## src/rtl/drp_responder_regfile.sv

```systemverilog
`default_nettype none
// ============================================================================
// Module   : drp_responder_regfile
// Brief    : DRP responder exposing RW filter config registers plus a
//            read-only status word. Define DRP_ERR_CNT_EN to add the
//            saturating ERRCNT protocol-error register.
// Revision : 1.0 - initial release
// ============================================================================
module drp_responder_regfile #(
    parameter int                DATA_W    = 16,
    parameter int                ADDR_W    = 7,
    parameter logic [ADDR_W-1:0] BASE_ADDR = 7'h40,
    parameter int                NUM_REGS  = 8,
    parameter int                LATENCY   = 2
) (
    input  logic                       clk,
    input  logic                       rst_n,
    input  logic                       den,
    input  logic                       dwe,
    input  logic [ADDR_W-1:0]          daddr,
    input  logic [DATA_W-1:0]          di,
    output logic [DATA_W-1:0]          do_out,
    output logic                       drdy,
    input  logic [DATA_W-1:0]          sts_in,
    output logic [NUM_REGS*DATA_W-1:0] cfg_q,
    output logic                       wr_stb,
    output logic [3:0]                 wr_idx
);

    localparam logic [3:0]        c_lat_m1 = 4'(LATENCY - 1);
    localparam logic [ADDR_W-1:0] c_nregs  = ADDR_W'(NUM_REGS);

    typedef enum logic [1:0] {
        S_IDLE = 2'd0,
        S_WAIT = 2'd1,
        S_ACK  = 2'd2
    } state_t;

    state_t                      r_state;
    state_t                      w_state_nxt;
    logic [3:0]                  r_cnt;
    logic [3:0]                  w_cnt_nxt;
    logic                        w_go_ack;

    logic [ADDR_W-1:0]           r_addr;
    logic                        r_we;
    logic [DATA_W-1:0]           r_wdata;

    logic [ADDR_W-1:0]           w_req_addr;
    logic                        w_req_we;
    logic [DATA_W-1:0]           w_req_wdata;
    logic [ADDR_W-1:0]           w_off;
    logic                        w_above;
    logic                        w_is_cfg;
    logic                        w_is_sts;
    logic [3:0]                  w_idx;
    logic [DATA_W-1:0]           w_rdata;
    logic                        w_cfg_wr;

    logic [NUM_REGS*DATA_W-1:0]  r_cfg;
    logic [DATA_W-1:0]           r_do;
    logic                        r_drdy;
    logic                        r_wr_stb;
    logic [3:0]                  r_wr_idx;

    // ------------------------------------------------------------------------
    // Control FSM
    // ------------------------------------------------------------------------
    always_ff @(posedge clk or negedge rst_n) begin
        if (!rst_n) begin
            r_state <= S_IDLE;
            r_cnt   <= 4'd0;
        end else begin
            r_state <= w_state_nxt;
            r_cnt   <= w_cnt_nxt;
        end
    end

    always_comb begin
        w_state_nxt = r_state;
        w_cnt_nxt   = r_cnt;
        w_go_ack    = 1'b0;
        case (r_state)
            S_IDLE: begin
                if (den) begin
                    if (LATENCY == 1) begin
                        w_state_nxt = S_ACK;
                        w_go_ack    = 1'b1;
                    end else begin
                        w_state_nxt = S_WAIT;
                        w_cnt_nxt   = c_lat_m1;
                    end
                end
            end
            S_WAIT: begin
                w_cnt_nxt = r_cnt - 4'd1;
                if (r_cnt == 4'd1) begin
                    w_state_nxt = S_ACK;
                    w_go_ack    = 1'b1;
                end
            end
            S_ACK: begin
                w_state_nxt = S_IDLE;
            end
            default: begin
                w_state_nxt = S_IDLE;
            end
        endcase
    end

    // Request latch; only loaded from IDLE so busy-time den cannot disturb it
    always_ff @(posedge clk or negedge rst_n) begin
        if (!rst_n) begin
            r_addr  <= '0;
            r_we    <= 1'b0;
            r_wdata <= '0;
        end else if (den && (r_state == S_IDLE)) begin
            r_addr  <= daddr;
            r_we    <= dwe;
            r_wdata <= di;
        end
    end

    // With LATENCY=1 the ack is decided in IDLE, before the latch is loaded
    assign w_req_addr  = (r_state == S_IDLE) ? daddr : r_addr;
    assign w_req_we    = (r_state == S_IDLE) ? dwe   : r_we;
    assign w_req_wdata = (r_state == S_IDLE) ? di    : r_wdata;

    // ------------------------------------------------------------------------
    // Address decode and read mux
    // ------------------------------------------------------------------------
    assign w_off    = w_req_addr - BASE_ADDR;
    assign w_above  = (w_req_addr >= BASE_ADDR);
    assign w_is_cfg = w_above && (w_off < c_nregs);
    assign w_is_sts = w_above && (w_off == c_nregs);
    assign w_idx    = w_off[3:0];
    assign w_cfg_wr = w_go_ack && w_req_we && w_is_cfg;

`ifdef DRP_ERR_CNT_EN
    logic       w_is_err;
    logic       w_oow;
    logic       w_busy_den;
    logic [1:0] w_inc;
    logic [8:0] w_sum;
    logic [7:0] r_errcnt;

    assign w_is_err   = w_above && (w_off == (c_nregs + ADDR_W'(1)));
    assign w_oow      = !(w_is_cfg || w_is_sts || w_is_err);
    assign w_busy_den = den && (r_state != S_IDLE);
    assign w_inc      = {1'b0, w_busy_den} + {1'b0, (w_go_ack && w_oow)};
    assign w_sum      = {1'b0, r_errcnt} + {7'd0, w_inc};

    // Clear on write takes priority over any increment in the same cycle
    always_ff @(posedge clk or negedge rst_n) begin
        if (!rst_n) begin
            r_errcnt <= 8'd0;
        end else if (w_go_ack && w_req_we && w_is_err) begin
            r_errcnt <= 8'd0;
        end else if (w_sum[8]) begin
            r_errcnt <= 8'hFF;
        end else begin
            r_errcnt <= w_sum[7:0];
        end
    end
`endif

    always_comb begin
        w_rdata = '0;
        if (w_is_cfg) begin
            for (int i = 0; i < NUM_REGS; i++) begin
                if (w_off == ADDR_W'(i)) begin
                    w_rdata = r_cfg[i*DATA_W +: DATA_W];
                end
            end
        end else if (w_is_sts) begin
            w_rdata = sts_in;
        end
`ifdef DRP_ERR_CNT_EN
        else if (w_is_err) begin
            w_rdata = {{(DATA_W-8){1'b0}}, r_errcnt};
        end
`endif
    end

    // ------------------------------------------------------------------------
    // Register bank and response outputs, all updated on the drdy-raising edge
    // ------------------------------------------------------------------------
    always_ff @(posedge clk or negedge rst_n) begin
        if (!rst_n) begin
            r_cfg <= '0;
        end else if (w_cfg_wr) begin
            for (int i = 0; i < NUM_REGS; i++) begin
                if (w_idx == 4'(i)) begin
                    r_cfg[i*DATA_W +: DATA_W] <= w_req_wdata;
                end
            end
        end
    end

    always_ff @(posedge clk or negedge rst_n) begin
        if (!rst_n) begin
            r_drdy   <= 1'b0;
            r_do     <= '0;
            r_wr_stb <= 1'b0;
            r_wr_idx <= 4'd0;
        end else begin
            r_drdy   <= w_go_ack;
            r_do     <= (w_go_ack && !w_req_we) ? w_rdata : '0;
            r_wr_stb <= w_cfg_wr;
            r_wr_idx <= w_cfg_wr ? w_idx : 4'd0;
        end
    end

    assign do_out = r_do;
    assign drdy   = r_drdy;
    assign wr_stb = r_wr_stb;
    assign wr_idx = r_wr_idx;
    assign cfg_q  = r_cfg;

endmodule
`default_nettype wire

```

## config.mk

```make
export PLATFORM = sky130hd
export DESIGN_NAME = drp_responder_regfile
export DESIGN_NICKNAME = d
export VERILOG_FILES = /design/src/rtl/drp_responder_regfile.sv
export SDC_FILE = /design/constraint.sdc
export NUM_CORES = 1
export LEC_CHECK = 0
export CAP_MARGIN = 15
export CORE_MARGIN = 2
export CORE_UTILIZATION = 50
export DETAILED_ROUTE_END_ITERATION = 10
export PLACE_DENSITY = 0.88
export RECOVER_POWER = 25
export SYNTH_ARGS = -nofsm -noshare
export SYNTH_HDL_FRONTEND = slang
export SYNTH_SLANG_ARGS = --single-unit
```

## constraint.sdc

```tcl
create_clock -name clk -period 2.9 [get_ports clk]
set_clock_uncertainty 0.05 [all_clocks]
set_input_delay 0.58 -clock clk [delete_from_list [all_inputs] [get_ports clk]]
set_output_delay 0.58 -clock clk [all_outputs]
set_load 0.01 [all_outputs]
```

==> results of run 1 <==
## area by class of cell
| type | count | area share (%) |
|---|---|---|
| sequential | 180 | 40.3 |
| multi-input combinational | 565 | 29.3 |
| timing repair buffer | 247 | 22.6 |
| clock buffer | 18 | 3.84 |
| tap | 216 | 2.42 |
| clock inverter | 14 | 1.30 |
| inverter | 6 | 0.201 |
## flip-flops by register name (all words and copies together) (netlist names)
| name | flops |
|---|---|
| r_wdata | 16 |
| r_addr | 7 |
| do_out | 16 |
| wr_idx | 4 |
| wr_stb | 1 |
| r_cnt | 4 |
| cfg_q | 128 |
| r_we | 1 |
| drdy | 1 |
| r_state | 2 |
## worst max-delay path, cell delays in order, from the launching register on
cell and delay (ns):
dfrtp_1 0.66, or2_1 0.42, mux2i_1 0.46, nand2b_1 0.31, nor3_4 0.07, buf_12 0.15, a22oi_1 0.28, o31ai_1 0.13
## report_power, final
| group | leakage [nW] | internal (mW) | switching, mW |
|---|---|---|---|
| clock | 0.272 | 1.21 | 1.03 |
| sequential | 2.45 | 2.95 | 0.457 |
| combinational | 2.24 | 1.56 | 2.09 |
| total | 4.96 | 5.72 | 3.58 |
## how the worst min path moves through the flow
| stage | cells past startpoint | slack (ns) | from | to |
|---|---|---|---|---|
| 3_3_place_gp | 1 | 0.41 | rst_n | r_state[1] |
| 4_1_cts | 2 | 0.43 | r_wdata[8] | r_wdata[8] |
| 5_1_grt | 2 | 0.44 | r_wdata[6] | r_wdata[6] |
| 2_1_floorplan | 0 | 0.23 | rst_n | cfg_q[0] |
| 6_report | 2 | 0.42 | r_wdata[8] | r_wdata[8] |
| 3_5_place_dp | 1 | 0.41 | rst_n | r_state[1] |
## cell families after synthesis
kind of cell | after synthesis | synth area share [%]
AND/OR/NAND/NOR | 269 | 15.7
AO/OA/AOI/OAI | 260 | 20.1
flip-flops | 180 | 56.0
buffers and inverters | 64 | 3.84
multiplexers | 32 | 3.98
adder cells (fa/ha/maj) | 2 | 0.311
other | 1 | 0.0466
XOR/XNOR | 1 | 0.109
## cells in the mapped netlist, types with 5 or more instances
master    count
buf_4         5
o22ai_1      16
a22oi_1      28
clkbuf_1     18
a221oi_1     14
nor2_1      123
buf_2        34
o22a_1       15
inv_1         6
nor3_2        5
a21oi_1     115
a211oi_1     16
nor3b_2       5
dfrtp_1     180
mux2i_1      32
o21ai_0       8
o31ai_1      15
nand2_1      92
o21ai_1      20
nand2b_1      5
## layout by cell type, fill, tap and decap left out, drive strengths merged, types with 4 or more instances in the layout
master and count:
a221oi 14, buf 54, clkdlybuf4s50 191, mux2i 32, nor3 12, nor3b 7, nor2 125, o22a 15
a21oi 115, clkbuf 19, o22ai 16, clkinv 4, dfrtp 180, o31ai 16, nand2b 5, nand2 92
o21ai 29, a211oi 16, a22oi 28, inv 12, o21a 4
## metrics by stage
step | hold slack (ns) | setup slack, ns | area, sq um | TNS [ns] | power (mW)
after floorplan | 0.234 | 0.596 | 8050 | 0 | 5.27
after global placement | 0.406 | -0.0208 | 10600 | -0.0212 | 6.92
after detailed placement | 0.410 | -0.0322 | 10600 | -0.0322 | 7.00
after CTS | 0.429 | 0.324 | 11200 | 0 | 9.24
after global routing | 0.443 | 0.118 | 11200 | 0 | 9.72
final | 0.424 | 0.214 | 11200 | 0 | 9.29
## metal layers
layer | track usage [%] | vias to the layer above
met4 | 8.07 | 0
li1 | - | 3326
met3 | 7.74 | 52
met2 | 45.2 | 438
met5 | 0 | -
met1 | 43.8 | 3526
==> summary.md, run 1 <==
| Metric | Value |
|---|---|
| DIE HEIGHT | 131 um |
| Post-synth EDFFs | 0 |
| Ys async rst share | 100% |
| Final #Nets | 1062 |
| CP Max Fanout | 14 |
| Final setup violation count | 0 |
| Drt first pass iters | 5 |
| Worst EP arrival | 2.94 ns |
| Synth warn | 0 |
| Maximum clock path buffer count | 2 |
| Max cap viols | 1 |
| Cells after synthesis | 809 |
| Die area | 17100 sq um |
| Detailed placer's ending HPWL | 18.6 mm |
| Placed Instances | 1213 |
| Status | finished, violations left |
| Worst Path Required | 3.15 ns |
| Largest net degree at the start of global routing | 111 |
| Worst vdd ir | 0.548 mV |
| F_max | 372 MHz |
| Worst slew pin tran | 1.56 ns |
| Hold Violations, Final | 0 |
| Top post-synthesis cells by area | dfrtp_1 (56%), a21oi_1 (7.2%), nor2_1 (5.7%) |
| Core area | 15800 sq um |
| Routed len/inst | 20.3 um |
| Setup crit start | r_state[1] |
| Tmin final | 2.69 ns |
| Fillers | 1133 |
| CP Capture Point | do_out[5] |
| Slew HR | -3.93% |
| GRT Resource Usage Total | 30.1% |
| Num Clock Sinks | 180 |
| ANT nets after route | 0 |
| R2r startpoint | r_state[1] |
| Crit Path Category | reg -> reg |
| CTS clock-pin slew for the worst setup and hold paths | 0.07 ns |
| CTS Buf Count | 17 |
| FF+latch count, synth | 180 |
| Grt ovf | 0 |
| Violated checks | max-capacitance violations, max-slew violations |
| Area occupied by multi-input gates | 3270 sq um |
| Worst R2R Setup Slack | 0.21 ns |
| Initial antenna violation count | 0 |
| Ant. Diodes | 0 |
| Mapped Area | 8050 sq um |
| Cell Pwr Density | 831 nW/um^2 |
| Vias in the first global route | 6902 |
| Metal2 WL | 11.4 mm |
| Site Rows | 46 |
| Post-synthesis sequential area ratio | 56.0% |
| Final Core Density | 70.6% |
| Post-synth top area cell | dfrtp_1 |
| Initial DRC count | 841 |
| FF-to-FF path depth | 7 |
| Top_reg_cell synth | dfrtp_1 |
| Hold Path Class | reg -> reg |
| Layout cell share with drive strength beyond 1 | 10.5% |
| Routed vias | 7342 |
| GPL Wtd Cong | 0.956 |
| CTS tree | built |
| Die X | 131 um |
| Met3 WL | 2.47 mm |
| Root buf cell | clkbuf_16 |
| Clock latency on the worst-skew pair | 0.44 ns |
| Average size of a mapped cell | 9.95 sq um |
| Register area | 4500 sq um |
| CTS resizes | 0 |
| End of the worst register-to-register path | do_out[5] |
| I/O Buffers | 192 |
| Syn-to-layout area delta | 38.9% |
| Max Used Layer | met4 |
| Crit start category | flop |
| DRC | 0 |
| RSZ-0062 raised after global routing | false |
| Period utilisation layout | 92.6% |
| Number of top-level pins | 193 |
| Wl on met1 | 11.0 mm |
| Post-Syn Nets | 854 |
| Max Transition Viols Final | 28 |
| # H-tree levels | 4 |
| Setup bufs post-CTS | 0 |
| P_leak | 4.96 nW |
| Yosys top cell area share | 56.0% |
| CP Capture Type | flop |
| First-pass GRT wire length | 38.6 mm |
| Synth cell types | 52 |
| Routed wire length | 25.3 mm |
| Cts hold-fix bufs | 1 |
| Vias per cell | 5.89 |
| Final Non-Filler Cells | 1246 |
| Initial Utilization | 50.8% |
Power figures use the tool's default switching activity.
==> inputs of run 2 (changes only) <==
CTS_BUF_LIST = sky130_fd_sc_hd__clkbuf_4 sky130_fd_sc_hd__clkbuf_8 sky130_fd_sc_hd__clkbuf_16   (was unset)
==> summary.md, run 2 (synthesis gave the netlist of run 1 again) <==
| Metric | Value |
|---|---|
| F_max | 375 MHz |
| CTS resizes | 0 |
| Maximum clock path buffer count | 2 |
| Clock Power Share | 24.2% |
| FF-to-FF path depth | 7 |
| Post-Place Worst Slack | -0.0322 ns |
| Most frequent cells in the layout | clkdlybuf4s50_1 (191), dfrtp_1 (180), nor2_1 (121) |
| Area occupied by multi-input gates | 3270 sq um |
| Final Core Density | 70.6% |
| # H-tree levels | 4 |
| Routed wire length | 25.3 mm |
| Fillers | 1134 |
| Initial antenna violation count | 0 |
| Int Power | 5.73 mW |
| Seq pwr share | 36.6% |
| Drt first pass iters | 6 |
| Cell Pwr Density | 832 nW/um^2 |
| First-pass GRT wire length | 38.6 mm |
| TNS Setup | 0 ns |
| Layout cell share with drive strength beyond 1 | 10.6% |
| I/O Buffers | 192 |
| Site Rows | 46 |
| DIE HEIGHT | 131 um |
| CP Max Fanout | 14 |
| Max cap viols | 1 |
| Num Clock Sinks | 180 |
| Syn-to-layout area delta | 39.0% |
| GRT Resource Usage Total | 30.1% |
| Crit Path Category | reg -> reg |
| Routed len/inst | 20.3 um |
| CTS clock-pin slew for the worst setup and hold paths | 0.07 ns |
| R2r startpoint | r_state[1] |
| Final #Nets | 1062 |
| Ant. Diodes | 0 |
| End of the worst register-to-register path | do_out[5] |
| Clock latency on the worst-skew pair | 0.44 ns |
| Hold Violations, Final | 0 |
| Hold worst-path end | r_wdata[8] |
| Worst Path Required | 3.15 ns |
| Max Transition Viols Final | 28 |
| Worst EP arrival | 2.92 ns |
| DRC | 0 |
| Register area | 4500 sq um |
| Violated checks | max-capacitance violations, max-slew violations |
| P_leak | 4.96 nW |
| Detailed placer's ending HPWL | 18.6 mm |
| Hold Crit Depth | 2 |
| CTS tree | built |
| Die area | 17100 sq um |
| Hold wc startpoint | r_wdata[8] |
| Max Used Layer | met4 |
| Initial DRC count | 747 |
| Die X | 131 um |
| Worst vdd ir | 0.548 mV |
| GPL Wtd Cong | 0.956 |
| Final setup violation count | 0 |
| RSZ-0062 raised after global routing | false |
| Final Worst Setup Slack | 0.233 ns |
| Routed vias | 7365 |
| Setup crit start | r_state[1] |
| Worst R2R Setup Slack | 0.23 ns |
| Vias in the first global route | 6901 |
| Hold Path Class | reg -> reg |
| Switching power | 3.58 mW |
| CP Capture Type | flop |
| Max reg flops | 128 |
| Wl on met1 | 10.8 mm |
| Largest net degree at the start of global routing | 111 |
| Net Sw Frac | 38.5% |
| Met3 WL | 2.53 mm |
| Slew HR | -4.07% |
| Commonest non-fill, non-tap cell in the layout | clkdlybuf4s50_1 |
| Number of top-level pins | 193 |
| Crit start category | flop |
| Status | finished, violations left |
| Core area | 15800 sq um |
| ANT nets after route | 0 |
| Period utilisation layout | 92.0% |
| Tmin final | 2.67 ns |
| Combinational share of power | 39.2% |
| Vias per cell | 5.91 |
| Initial Utilization | 50.8% |
| Grt ovf | 0 |
| CTS Buf Count | 17 |
| Worst slew pin tran | 1.56 ns |
| Metal2 WL | 11.5 mm |
| Root buf cell | clkbuf_16 |
-- run 2: cell types whose count changed in the layout (fill, tap and decap cells not counted) --
cell,previous run,this run
clkbuf_1,2,1
clkbuf_4,0,1
-- run 2: worst max-delay path by stage --
stage / end / slack [ns]
after floorplan: do_out[3] / 0.60
after global placement: do_out[6] / -0.02
after detailed placement: do_out[1] / -0.03
after CTS: do_out[10] / 0.32
after global routing: cfg_q[49] / 0.12
final: do_out[5] / 0.23
-- run 2: power groups by stage --
stage,sequential [mW],combinational (mW),clock [mW]
2_1_floorplan,3.39,1.88,0
3_5_place_dp,3.43,3.57,0
4_1_cts,3.39,3.59,2.28
5_1_grt,3.44,3.91,2.38
6_report,3.40,3.65,2.25
3_3_place_gp,3.43,3.49,0
-- run 2: per-layer routing --
metal	up-vias	track usage, %
met4	0	8.07
met1	3556	43.8
met5	-	0
li1	3315	-
met2	452	45.1
met3	42	7.78
-- run 2: timing repair --
item                                   in CTS  in global routing
hold buffers                                1                  0
setup buffers                               0                  0
endpoints found under the hold margin      26                  0
-- run 2: worst max-delay path, cell delays in order (launching register included) --
cell	delay, ns
dfrtp_1	0.66
or2_1	0.42
mux2i_1	0.44
nand2b_1	0.32
nor3_4	0.07
buf_12	0.15
a22oi_1	0.28
o31ai_1	0.13
-- run 2: final cells by class --
class	count	share of cell area (%)
flip-flops and latches	180	40.3
inverters	6	0.201
clock inverters	14	1.30
repair buffers	247	22.6
well taps	216	2.42
clock buffers	18	3.87
multi-input cells	565	29.3
-- run 2: metrics by stage --
stage | total power [mW] | hold WS (ns) | instance area, sq um | std cells
detailed placement | 7.00 | 0.410 | 10600 | 1213
finish | 9.31 | 0.424 | 11200 | 1246
floorplan | 5.27 | 0.234 | 8050 | 809
CTS | 9.25 | 0.429 | 11200 | 1246
global placement | 6.92 | 0.406 | 10600 | 1213
global route | 9.73 | 0.443 | 11200 | 1246
